**src/rtl/double_minmax_reduce.sv**
```systemverilog
// double_minmax_reduce: streaming max/min reducer over packets of binary64 values.
// Ordering key: sign ? ~bits : bits ^ sign_bit, compared unsigned. +0 and -0 tie.
// On a tie the earlier element is kept.
// Optional feature macro: DOUBLE_MINMAX_NAN_EN.
//   When defined, NaN elements set a sticky flag and do not take part in max/min.
//   They are still counted. A packet of only NaNs reports the canonical quiet NaN.
//   When undefined, NaNs are ordered by raw key and out_nan is tied low.
//
// state | meaning
// FIRST | waiting for first element of a packet
// ACCUM | folding further elements into max/min/count
// DONE  | result presented, input stalled until out_ready
module double_minmax_reduce #(
  parameter int CNT_W = 16
) (
  input  logic             clk,
  input  logic             rst_n,
  input  logic [63:0]      in_data,
  input  logic             in_last,
  input  logic             in_valid,
  output logic             in_ready,
  output logic [63:0]      out_max,
  output logic [63:0]      out_min,
  output logic [CNT_W-1:0] out_count,
  output logic             out_nan,
  output logic             out_valid,
  input  logic             out_ready
);

  typedef enum logic [1:0] {
    FIRST = 2'd0,
    ACCUM = 2'd1,
    DONE  = 2'd2
  } state_t;

  localparam logic [63:0]      SIGN_BIT = 64'h8000_0000_0000_0000;
  localparam logic [CNT_W-1:0] CNT_ONE  = CNT_W'(1);
  localparam logic [CNT_W-1:0] CNT_SAT  = {CNT_W{1'b1}};

  state_t           r_state;
  logic [63:0]      r_max;
  logic [63:0]      r_min;
  logic [CNT_W-1:0] r_count;
  logic             r_valid;

  logic [63:0]      w_in_key;
  logic [63:0]      w_max_key;
  logic [63:0]      w_min_key;
  logic             w_eq_max;
  logic             w_eq_min;
  logic             w_take_max;
  logic             w_take_min;
  logic             w_xfer;
  logic [CNT_W-1:0] w_cnt_next;

  // Map binary64 bits onto an unsigned key whose order matches numeric order.
  function automatic logic [63:0] f_key(input logic [63:0] b);
    return b[63] ? ~b : (b ^ SIGN_BIT);
  endfunction

  // Bitwise equality, except the two signed zeros are also treated as equal.
  function automatic logic f_same(input logic [63:0] a, input logic [63:0] b);
    return (a == b) || ((a[62:0] == 63'd0) && (b[62:0] == 63'd0));
  endfunction

  assign w_in_key   = f_key(in_data);
  assign w_max_key  = f_key(r_max);
  assign w_min_key  = f_key(r_min);
  assign w_eq_max   = f_same(in_data, r_max);
  assign w_eq_min   = f_same(in_data, r_min);
  // Strictly better only: ties keep the element already held.
  assign w_take_max = (w_in_key >= w_max_key) && !w_eq_max;
  assign w_take_min = (w_min_key >= w_in_key) && !w_eq_min;
  assign w_xfer     = in_valid && in_ready;
  assign w_cnt_next = (r_count == CNT_SAT) ? r_count : r_count + CNT_ONE;

  // Input is held off while in reset and while a result waits for downstream.
  assign in_ready  = rst_n && (r_state != DONE);
  assign out_max   = r_max;
  assign out_min   = r_min;
  assign out_count = r_count;
  assign out_valid = r_valid;

`ifdef DOUBLE_MINMAX_NAN_EN
  localparam logic [63:0] CANON_NAN = 64'h7FF8_0000_0000_0000;

  logic r_nan;
  logic r_have;
  logic w_in_nan;

  assign w_in_nan = (in_data[62:52] == 11'h7FF) && (in_data[51:0] != 52'd0);
  assign out_nan  = r_nan;

  // Packet FSM and result registers; r_have marks that a non-NaN value is held.
  always_ff @(posedge clk) begin
    if (!rst_n) begin
      r_state <= FIRST;
      r_max   <= '0;
      r_min   <= '0;
      r_count <= '0;
      r_valid <= 1'b0;
      r_nan   <= 1'b0;
      r_have  <= 1'b0;
    end else begin
      case (r_state)
        FIRST: begin
          if (w_xfer) begin
            r_count <= CNT_ONE;
            r_nan   <= w_in_nan;
            r_have  <= !w_in_nan;
            r_max   <= w_in_nan ? CANON_NAN : in_data;
            r_min   <= w_in_nan ? CANON_NAN : in_data;
            if (in_last) begin
              r_state <= DONE;
              r_valid <= 1'b1;
            end else begin
              r_state <= ACCUM;
            end
          end
        end
        ACCUM: begin
          if (w_xfer) begin
            r_count <= w_cnt_next;
            if (w_in_nan) begin
              r_nan <= 1'b1;
            end else if (!r_have) begin
              r_max  <= in_data;
              r_min  <= in_data;
              r_have <= 1'b1;
            end else begin
              if (w_take_max) r_max <= in_data;
              if (w_take_min) r_min <= in_data;
            end
            if (in_last) begin
              r_state <= DONE;
              r_valid <= 1'b1;
            end
          end
        end
        DONE: begin
          if (out_ready) begin
            r_valid <= 1'b0;
            r_state <= FIRST;
          end
        end
        default: r_state <= FIRST;
      endcase
    end
  end
`else
  assign out_nan = 1'b0;

  // Packet FSM and result registers; NaNs are ordered by their raw key.
  always_ff @(posedge clk) begin
    if (!rst_n) begin
      r_state <= FIRST;
      r_max   <= '0;
      r_min   <= '0;
      r_count <= '0;
      r_valid <= 1'b0;
    end else begin
      case (r_state)
        FIRST: begin
          if (w_xfer) begin
            r_count <= CNT_ONE;
            r_max   <= in_data;
            r_min   <= in_data;
            if (in_last) begin
              r_state <= DONE;
              r_valid <= 1'b1;
            end else begin
              r_state <= ACCUM;
            end
          end
        end
        ACCUM: begin
          if (w_xfer) begin
            r_count <= w_cnt_next;
            if (w_take_max) r_max <= in_data;
            if (w_take_min) r_min <= in_data;
            if (in_last) begin
              r_state <= DONE;
              r_valid <= 1'b1;
            end
          end
        end
        DONE: begin
          if (out_ready) begin
            r_valid <= 1'b0;
            r_state <= FIRST;
          end
        end
        default: r_state <= FIRST;
      endcase
    end
  end
`endif

endmodule

```
**config.mk**
```make
export PLATFORM = sky130hd
export DESIGN_NAME = double_minmax_reduce
export DESIGN_NICKNAME = d
export VERILOG_FILES = /design/src/rtl/double_minmax_reduce.sv
export SDC_FILE = /design/constraint.sdc
export NUM_CORES = 1
export LEC_CHECK = 0
export ABC_AREA = 1
export BUFFER_PORTS_ARGS = -buffer_cell sky130_fd_sc_hd__buf_4
export CAP_MARGIN = 20
export CELL_PAD_IN_SITES_DETAIL_PLACEMENT = 1
export CELL_PAD_IN_SITES_GLOBAL_PLACEMENT = 1
export CORE_MARGIN = 2
export CORE_UTILIZATION = 37
export DETAILED_ROUTE_END_ITERATION = 10
export HOLD_SLACK_MARGIN = 0.06
export PLACE_DENSITY_LB_ADDON = 0.15
export REMOVE_ABC_BUFFERS = 1
export SYNTH_ARGS = -nofsm -noshare
export SYNTH_HDL_FRONTEND = slang
export SYNTH_SLANG_ARGS = --single-unit
```
**constraint.sdc**
```tcl
create_clock -name clk -period 2.6 [get_ports clk]
set_input_delay 0.13 -clock clk [delete_from_list [all_inputs] [get_ports clk]]
set_output_delay 0.13 -clock clk [all_outputs]
set_load 0.02 [all_outputs]
```
Word level (Yosys, flattened, before mapping) --
Cells that the tools add are included. Widths: inputs -> output; s select.
Operators by class: add/subtract/negate cells 1, $lt $le $gt $ge 2, equal/unequal tests 15, mux-type cells 24, bitwise logic cells 6, reduce and logical (&&, ||, !) cells 22
Operators with widths (count):
- $mux 64 | 8
- $pmux 64 s2 | 2
- $not 64->64 | 3
- $logic_not 63->1 | 3
- $eq 64x64->1 | 2
- $ge 64x64->1 | 2
- $mux 16 | 3
- $pmux 16 s2 | 1
- $reduce_and 4->1 | 5
- $add 16x1->16 const B | 1
- $eq 16x16->1 const B | 1
- $ne 2x2->1 const B | 8
- $mux 2 | 5
- $logic_and 1x1->1 | 6
- $pmux 2 s3 | 1
- $ne 2x1->1 const B | 2
- $reduce_bool 2->1 | 2
- $mux 1 | 3
- $not 1->1 | 3
- $eq 2x1->1 const B | 1
- $eq 2x2->1 const B | 1
- $logic_not 1->1 | 2
- $logic_not 2->1 | 1
- $logic_or 1x1->1 | 2
- other kinds (2) | 2
Word-level totals: flip-flop bits (word level) 147, output and inout bits 147

Logic depth before layout (Yosys ltp) --
Gate-level depths: netlist (run 1).
depth after elaboration 8, gate-level depth with buffers 23

Worst setup path after synthesis (run 1) --
No wires, ideal clock.
kind reg2reg, start point reg r_max[63] (netlist: out_max[63]), end point reg r_max[57] (netlist: out_max[57]), setup time 115 ps, data arrival time 2920 ps, required time 2485 ps, path slack -435 ps, stages on the path, launching flop included 19, buffers on the path 4, period minus slack after synthesis 3035 ps, cells stage by stage dfxtp_1 buf_2 buf_1 xnor2_1 ha_1 nand2_1 nor4_1 nor3b_1 nand2_1 nand2_1 nand2_1 nand2_1 nand2_1 nand2_2 buf_6 buf_6 nand3_1 nand2_1 nor2_1
Between the ends: longest elaborated chain between the ends 6, elaborated cells on any way between the ends 10
Ends and longest elaborated chain:
- from (decl) | line 41 | logic [63:0] r_max;
- from (signal assigned) | line 166 | r_max <= in_data;
- from (signal assigned) | line 179 | if (w_take_max) r_max <= in_data;
- $not 1->1 (no source line), or another cell as far along
- $mux 64 / $logic_or 1x1->1 (equally long branches) | line 58, 63
- $ge 64x64->1 / $logic_not 1->1 (equally long branches) | line 72 | assign w_take_max = (w_in_key >= w_max_key) && !w_eq_max;
- $logic_and 1x1->1 (*) | line 72
- $ne 2x2->1 (no source line) (*)
- $reduce_and 4->1 (no source line) (*)
Every way passes the cells marked *; elsewhere a longest branch is shown, timed or not. A chain may end at the register's enable or synchronous reset.

Final worst setup path (run 1) --
start point reg r_min[63] (netlist: out_min[63]), end point reg r_min[13] (netlist: out_min[13])
Between the ends: longest elaborated chain between the ends 6, elaborated cells on any way between the ends 10
Ends and longest elaborated chain:
- from (decl) | line 42 | logic [63:0] r_min;
- from (signal assigned) | line 167 | r_min <= in_data;
- from (signal assigned) | line 180 | if (w_take_min) r_min <= in_data;
- $not 1->1 (no source line), or another cell as far along
- $mux 64 / $logic_or 1x1->1 (equally long branches) | line 58, 63
- $ge 64x64->1 / $logic_not 1->1 (equally long branches) | line 73 | assign w_take_min = (w_min_key >= w_in_key) && !w_eq_min;
- $logic_and 1x1->1 (*) | line 73
- $ne 2x2->1 (no source line) (*)
- $reduce_and 4->1 (no source line) (*)
Marks and branches as above.

==> flow_summary_export.csv, run 1 <==
group,metric,value,unit
layout,layout-drive-gt1-share,0.269,
timing,hold_viol,0,
global_route,grt_pass1_wl,85700,um
power,power_switching,0.00370,W
logic_synthesis,yosysWarnings,0,
min_path,hold_class,"input pin to flip-flop",
drt,routed_wl,56400,um
placed_design,dp_cells,2806,
timing,tightest_slew,1500,ps
worst_setup_path,start_kind,"flip-flop",
global_route,grt_max_degree,258,
layout,final_nets,2612,
drt,vias,15200,
clock_tree,htree_levels,4,
power,power.share.clock,0.267,
timing,relSlewSlack,0.00316,
die,start_util,0.377,
die,die_h,195,um
layout,areaGrowthSynthToFinish,40.5,%
worst_setup_path,required,2940,ps
logic_synthesis,postSynth.asyncResetShare,0,
timing,clock_skew,12.5,ps
drt,ant_nets,0,
timing,setup_slack,-330,ps
power,p_leak,9.19,nW
drt,drc,0,
logic_synthesis,synth_flop_cell,"dfxtp_1",
power,p_sw_frac,0.397,
timing,rsz0062_at_grt,"true",
drt,first_iter_violations,695,
layout,fin_area,18900,um^2
status,status,"complete, but fails checks",
clock_tree,cts.path.max_buffers,2,
power,p_comb_frac,0.456,
placed_design,post_dp_cell_area,16800,um^2
logic_synthesis,yosysSeqAreaShare,0.219,
drt,firstDrtPassIters,5,
timing,fmax,0.341,GHz
layout,finalNonFillerCells,2893,
placed_design,hpwl,38100,um
status,violations,"negative setup slack",
placed_design,port_buffers,214,
clock_tree,clk_latency,460,ps
clock_tree,cts_made_buffers,17,
clock_tree,cts-root-buf,"clkbuf_16",
clock_tree,clock_sinks,147,
power,seq_power_share,0.277,
timing,hold_slack,72.3,ps
die,core,35700,um^2
logic_synthesis,avgSynthCellArea,6.61,um^2
die,fp.dieW,195,um
drt,avgRoutedWirePerCell,19.5,um
drt,vias_per_cell,5.27,
global_route,antenna_found_initial,1,
logic_synthesis,synth_edf_count,0,
logic_synthesis,syn_inst,2037,
timing,drv_slew,0,
power,ir_drop,0.000521,V
worst_setup_path,slowest_delay,400,ps
worst_setup_path,crit_chain,"buf_12 > buf_12 > xor2_2 > ha_1 > nand4_1 > inv_1 > nand4_1 > buf_4 > nor3b_2 > nand2_1 > nand2_1 > nand2_2 > nand2_4 > buf_12 > buf_12 > nand3_1 > nand2_1 > nor2_1",
worst_setup_path,crit_top_cell,"buf_12",
logic_synthesis,ys_types,36,
worst_setup_path,crit_type,"flip-flop to flip-flop",
global_route,gr-total-overflow,0,
logic_synthesis,syn_area,13500,um^2
die,die-area,37900,um^2
clock_tree,clkTransAtPathRegs,70,ps
global_route,track_usage,0.283,
power,power_density,493,nW/um^2
placed_design,place_congestion,0.848,
global_route,grt_pass1_vias,15800,
die,io_pins,216,
die,rows,69,
worst_setup_path,endpoint_kind,"flip-flop",
power,intPower,0.00563,W
timing,finalCriticalPeriod,2930,ps
timing,setup_viol_count_final,128,
worst_setup_path,crit_path_top_delay_cell,"dfxtp_4",
worst_setup_path,cp_max_fo,8,
worst_setup_path,arrival,3270,ps
logic_synthesis,synth_seq_cells,147,
run,cap_violations,0,
timing,fin_crit_sh,1.13,
clock_tree,cts_tree,"yes",
path summary, 6_finish.rpt:
check	start	end	depth (start not counted)	slack [ps]
setup reg to reg	out_min[63]	out_min[13]	18	-330
setup / recovery	out_min[63]	out_min[13]	18	-330
hold reg to reg	out_count[4]	out_count[4]	2	480
hold / removal	in_data[43]	out_max[43]	5	70
state kept, by name (all words and copies together), names as in the netlist:
signal and cells:
out_max 64, out_min 64, r_state 2, out_count 16, out_valid 1
cell type report:
type / instances / area [um^2]
inverter: 210 / 788
fill: 4626 / 16800
clock inverter: 12 / 110
clock buffer: 20 / 447
tap: 461 / 577
timing repair buffer: 469 / 4260
antenna: 1 / 2.50
multi-input combinational: 1573 / 9790
sequential: 147 / 2950
per-stage QoR:
step | util | TNS [ps] | power [W] | setup WS [ps]
floorplan | - | -455070 | 0.00472 | -3640
global placement | 0.471 | -52380 | 0.00615 | -456
detailed placement | 0.471 | -57870 | 0.00628 | -511
CTS | 0.514 | -32110 | 0.00909 | -348
global route | 0.529 | -52760 | 0.00986 | -470
finish | 0.529 | -32590 | 0.00933 | -330
cells in the mapped netlist (6+ instances only):
master	number	area, um^2
nand2_1	353	1330
ha_1	125	1560
dfxtp_1	147	2940
or2_2	9	56.3
nor3b_1	6	45.0
buf_1	36	135
buf_4	14	105
nor4_1	23	144
buf_6	15	169
nor3_1	43	215
o21ai_0	26	130
a21oi_1	203	1020
inv_1	180	676
clkbuf_1	38	143
xor2_1	120	1050
inv_2	30	113
xnor2_1	137	1200
nand4_1	43	269
nand3_1	161	806
nor2_1	290	1090
critical path, delay by kind of cell, from the launching register on:
kind / cells / cell delay, ps
fa+ha+maj: 1 / 310
simple gates: 10 / 1040
buf+inv: 6 / 890
xor+xnor: 1 / 150
flops: 1 / 400
power by group through the flow:
stage	Combinational (W)	Clock (W)	Sequential [W]
5_1_grt	0.00465	0.00260	0.00260
3_5_place_dp	0.00365	0	0.00263
2_1_floorplan	0.00182	0	0.00290
4_1_cts	0.00399	0.00252	0.00258
6_report	0.00426	0.00249	0.00258
3_3_place_gp	0.00352	0	0.00263
per-layer routing:
| metal | vias to the layer above | track usage | share of wire |
|---|---|---|---|
| li1 | 7345 | - | - |
| met1 | 7429 | 0.360 | 0.44 |
| met2 | 387 | 0.488 | 0.48 |
| met3 | 83 | 0.0493 | 0.052 |
| met4 | 0 | 0.0882 | 0.028 |
| met5 | - | 0 | 0 |
repair_timing:
item,4_1_cts,5_1_grt
endpoints found under the setup margin,128,130
pin swaps,34,60
setup buffers,24,12
gates resized for setup,86,94
endpoints found under the hold margin,5,0
hold buffers,6,0
cloned,14,7
logic make-up (layout without fill, tap and decap cells):
kind of cell             after synthesis  after routing  share of synthesized area
flip-flops                           147            147                      0.219
buffers and inverters                318            711                      0.101
adder cells (fa/ha/maj)              125            125                      0.116
AND/OR/NAND/NOR                      945            946                      0.302
XOR/XNOR                             257            257                      0.167
other                                  1              2                   0.000278
AO/OA/AOI/OAI                        244            244                     0.0941
cell usage in the layout (no fill, tap or decap), types with 7 or more instances in the layout:
| cell | count |
|---|---|
| xor2_1 | 111 |
| nor4_1 | 20 |
| nand3_1 | 151 |
| or2_2 | 9 |
| o21ai_0 | 20 |
| a21oi_1 | 167 |
| buf_6 | 8 |
| nand2_2 | 21 |
| buf_16 | 10 |
| inv_1 | 180 |
| nor2_1 | 281 |
| inv_2 | 30 |
| clkbuf_16 | 22 |
| xnor2_1 | 129 |
| ha_1 | 121 |
| dfxtp_1 | 145 |
| nand2_1 | 330 |
| a21oi_2 | 35 |
| buf_12 | 30 |
| xor2_2 | 9 |
| nor3_1 | 37 |
| nand4_1 | 43 |
| nand3_2 | 10 |
| buf_4 | 406 |
| xnor2_2 | 7 |
| nor2_2 | 8 |
No activity file was read; power rests on OpenSTA's default activity.
==> run 2: changes to the inputs <==
--- a/config.mk
+++ b/config.mk
@@ -5,13 +5,12 @@
 export SDC_FILE = /design/constraint.sdc
 export NUM_CORES = 1
 export LEC_CHECK = 0
-export ABC_AREA = 1
 export BUFFER_PORTS_ARGS = -buffer_cell sky130_fd_sc_hd__buf_4
 export CAP_MARGIN = 20
 export CELL_PAD_IN_SITES_DETAIL_PLACEMENT = 1
 export CELL_PAD_IN_SITES_GLOBAL_PLACEMENT = 1
 export CORE_MARGIN = 2
-export CORE_UTILIZATION = 37
+export CORE_UTILIZATION = 39
 export DETAILED_ROUTE_END_ITERATION = 10
 export HOLD_SLACK_MARGIN = 0.06
 export PLACE_DENSITY_LB_ADDON = 0.15
==> run 2 against run 1 <==
The run still ends with negative setup slack left. Power grew 0.47%. Via count shrank 11%. Sequential power shrank 2%. First-iteration DRC count grew 57%. Non-clock buffer count grew 99. Area after synthesis shrank 7.0%. Critical path type unchanged. Largest cell class unchanged. Largest power group unchanged.
==> flow_summary_export.csv, run 2 <==
group,metric,value,unit
power,power_switching,0.00377,W
timing,finalCriticalPeriod,3300,ps
logic_synthesis,avgSynthCellArea,8.60,um^2
drt,vias_per_cell,5.74,
clock_tree,clk_latency,460,ps
timing,setup_viol_count_final,128,
worst_setup_path,crit_chain,"buf_12 > buf_6 > xor2_1 > ha_1 > o21ai_0 > o21ai_1 > o21ai_1 > a2111oi_2 > buf_4 > o2111a_2 > o21ai_4 > buf_12 > buf_4 > clkbuf_16 > mux2i_1",
min_path,hold_class,"input pin to flip-flop",
drt,drc,0,
timing,hold_viol,0,
layout,layout-drive-gt1-share,0.336,
worst_setup_path,slowest_delay,440,ps
timing,tightest_slew,724,ps
power,p_total,0.00937,W
global_route,gr-total-overflow,0,
logic_synthesis,yosys-top-cells-count,"nand2_1 (208), xor2_1 (172), dfxtp_1 (147)",
logic_synthesis,postSynth.asyncResetShare,0,
layout,final_cell_mix,"buf_4 (507), nand2_1 (206), xor2_1 (169)",
die,start_util,0.397,
clock_tree,cts.path.max_buffers,2,
timing,clock_skew,15.7,ps
die,io_pins,216,
global_route,antenna_found_initial,0,
drt,first_iter_violations,1089,
timing,fin_crit_sh,1.27,
power,seq_power_share,0.271,
layout,areaGrowthSynthToFinish,45.0,%
logic_synthesis,synth_flop_cell,"dfxtp_1",
drt,avgRoutedWirePerCell,25.9,um
worst_setup_path,start_kind,"flip-flop",
power,p_leak,8.96,nW
die,die-area,33600,um^2
min_path,min_path_cells,4,
worst_setup_path,arrival,3680,ps
clock_tree,clock_sinks,147,
worst_setup_path,rr_worst_depth,15,
timing,fmax,0.303,GHz
power,power.share.clock,0.279,
die,fp.dieW,183,um
logic_synthesis,synthTopCellsByArea,"dfxtp_1 (23%), ha_1 (12%), xor2_1 (12%), mux2i_1 (10%), xnor2_1 (7.6%)",
clock_tree,htree_levels,4,
logic_synthesis,yosysWarnings,0,
drt,firstDrtPassIters,5,
placed_design,place_congestion,0.969,
placed_design,hpwl,45500,um
worst_setup_path,crit_path_top_delay_cell,"a2111oi_2",
worst_setup_path,crit_type,"flip-flop to flip-flop",
logic_synthesis,synth_edf_count,0,
logic_synthesis,syn_inst,1457,
clock_tree,cts_made_buffers,17,
power,p_comb_frac,0.450,
logic_synthesis,yosysSeqAreaShare,0.235,
logic_synthesis,synth_seq_cells,147,
placed_design,port_buffers,214,
layout,finalNonFillerCells,2371,
drt,ant_nets,0,
global_route,grt_max_degree,138,
status,status,"complete, but fails checks",
timing,rsz0062_at_grt,"true",
clock_tree,cts_tree,"yes",
worst_setup_path,endpoint_kind,"flip-flop",
logic_synthesis,synth.most_common_cell,"nand2_1",
global_route,track_usage,0.351,
placed_design,dp_slack,-871,ps
drt,routed_wl,61300,um
placed_design,dp_cells,2293,
logic_synthesis,yosysTopAreaCell,"dfxtp_1",
worst_setup_path,cp_max_fo,11,
die,die_h,183,um
timing,tns,-75270,ps
layout,final_nets,2150,
run,cap_violations,0,
clock_tree,cts-root-buf,"clkbuf_16",
die,rows,65,
clock_tree,clkTransAtPathRegs,80,ps
layout,layout_commonest_cell,"buf_4",
global_route,grt_pass1_wl,86700,um
logic_synthesis,ys_types,70,
power,ir_drop,0.000483,V
timing,drv_slew,0,
layout,diodes,0,
logic_synthesis,syn_area,12500,um^2
power,power_density,516,nW/um^2
power,intPower,0.00560,W
drt,vias,13600,
timing,setup_slack,-695,ps
global_route,grt_pass1_vias,13800,
status,violations,"negative setup slack",
power,p_sw_frac,0.403,
timing,relSlewSlack,0.516,
worst_setup_path,required,2990,ps
die,core,31600,um^2
logic_synthesis,netlist.area_leader.share,0.235,
[run 2: per-layer routing]
layer	part of all wire	vias to the layer above	GRT usage
met4	0.054	0	0.177
met2	0.46	696	0.573
met5	0	-	0
met1	0.41	6660	0.442
met3	0.075	214	0.0659
li1	-	6034	-
[run 2: logic make-up after synthesis]
kind of cell / synth area share
mux: 0.102
flops: 0.235
other cells: 0.000299
buf+inv: 0.0888
fa+ha+maj: 0.125
compound gates: 0.0862
simple gates: 0.166
xor+xnor: 0.196
[run 2: through the flow]
stage	area (um^2)	utilization	hold WS, ps
2_1_floorplan	11800	-	219
3_3_place_gp	16500	0.521	321
6_report	18200	0.576	118
4_1_cts	17800	0.564	95.2
5_1_grt	18200	0.576	128
3_5_place_dp	16500	0.521	330
[run 2: final timing paths]
path                      from      endpoint  slack [ps]
setup reg to reg   out_min[63]   out_min[14]        -700
setup / recovery   out_min[63]   out_min[14]        -700
hold / removal     in_data[37]   out_max[37]         120
hold reg to reg   out_count[5]  out_count[5]         510
[run 2: timing repair]
item	in CTS	in global routing
hold buffers	9	0
setup buffers	17	11
resized for setup	49	46
endpoints found under the hold margin	13	0
pin swaps	14	27
cloned	8	6
setup endpoints to repair	128	128
[run 2: layout make-up]
cell class                      instances  area (um^2)
Fill cell                            3739        13400
Clock buffer                           17          425
Sequential cell                       147         2950
Tap cell                              402          503
Clock inverter                         15          179
Multi-Input combinational cell       1119         8780
Timing Repair Buffer                  568         4940
Inverter                              103          390
[run 2: power groups by stage]
stage               logic [W]  registers, W  clock network [W]
floorplan             0.00155       0.00286                  0
global placement      0.00360       0.00257                  0
detailed placement    0.00370       0.00258                  0
CTS                   0.00396       0.00253            0.00263
global route          0.00447       0.00255            0.00273
finish                0.00422       0.00254            0.00262
[run 2: critical path: cells and delay by family, from the launching register on]
kind            cells  cell delay, ps
flops               1             380
xor+xnor            1             170
fa+ha+maj           1             300
mux                 1             180
buf+inv             6             960
compound gates      6            1210
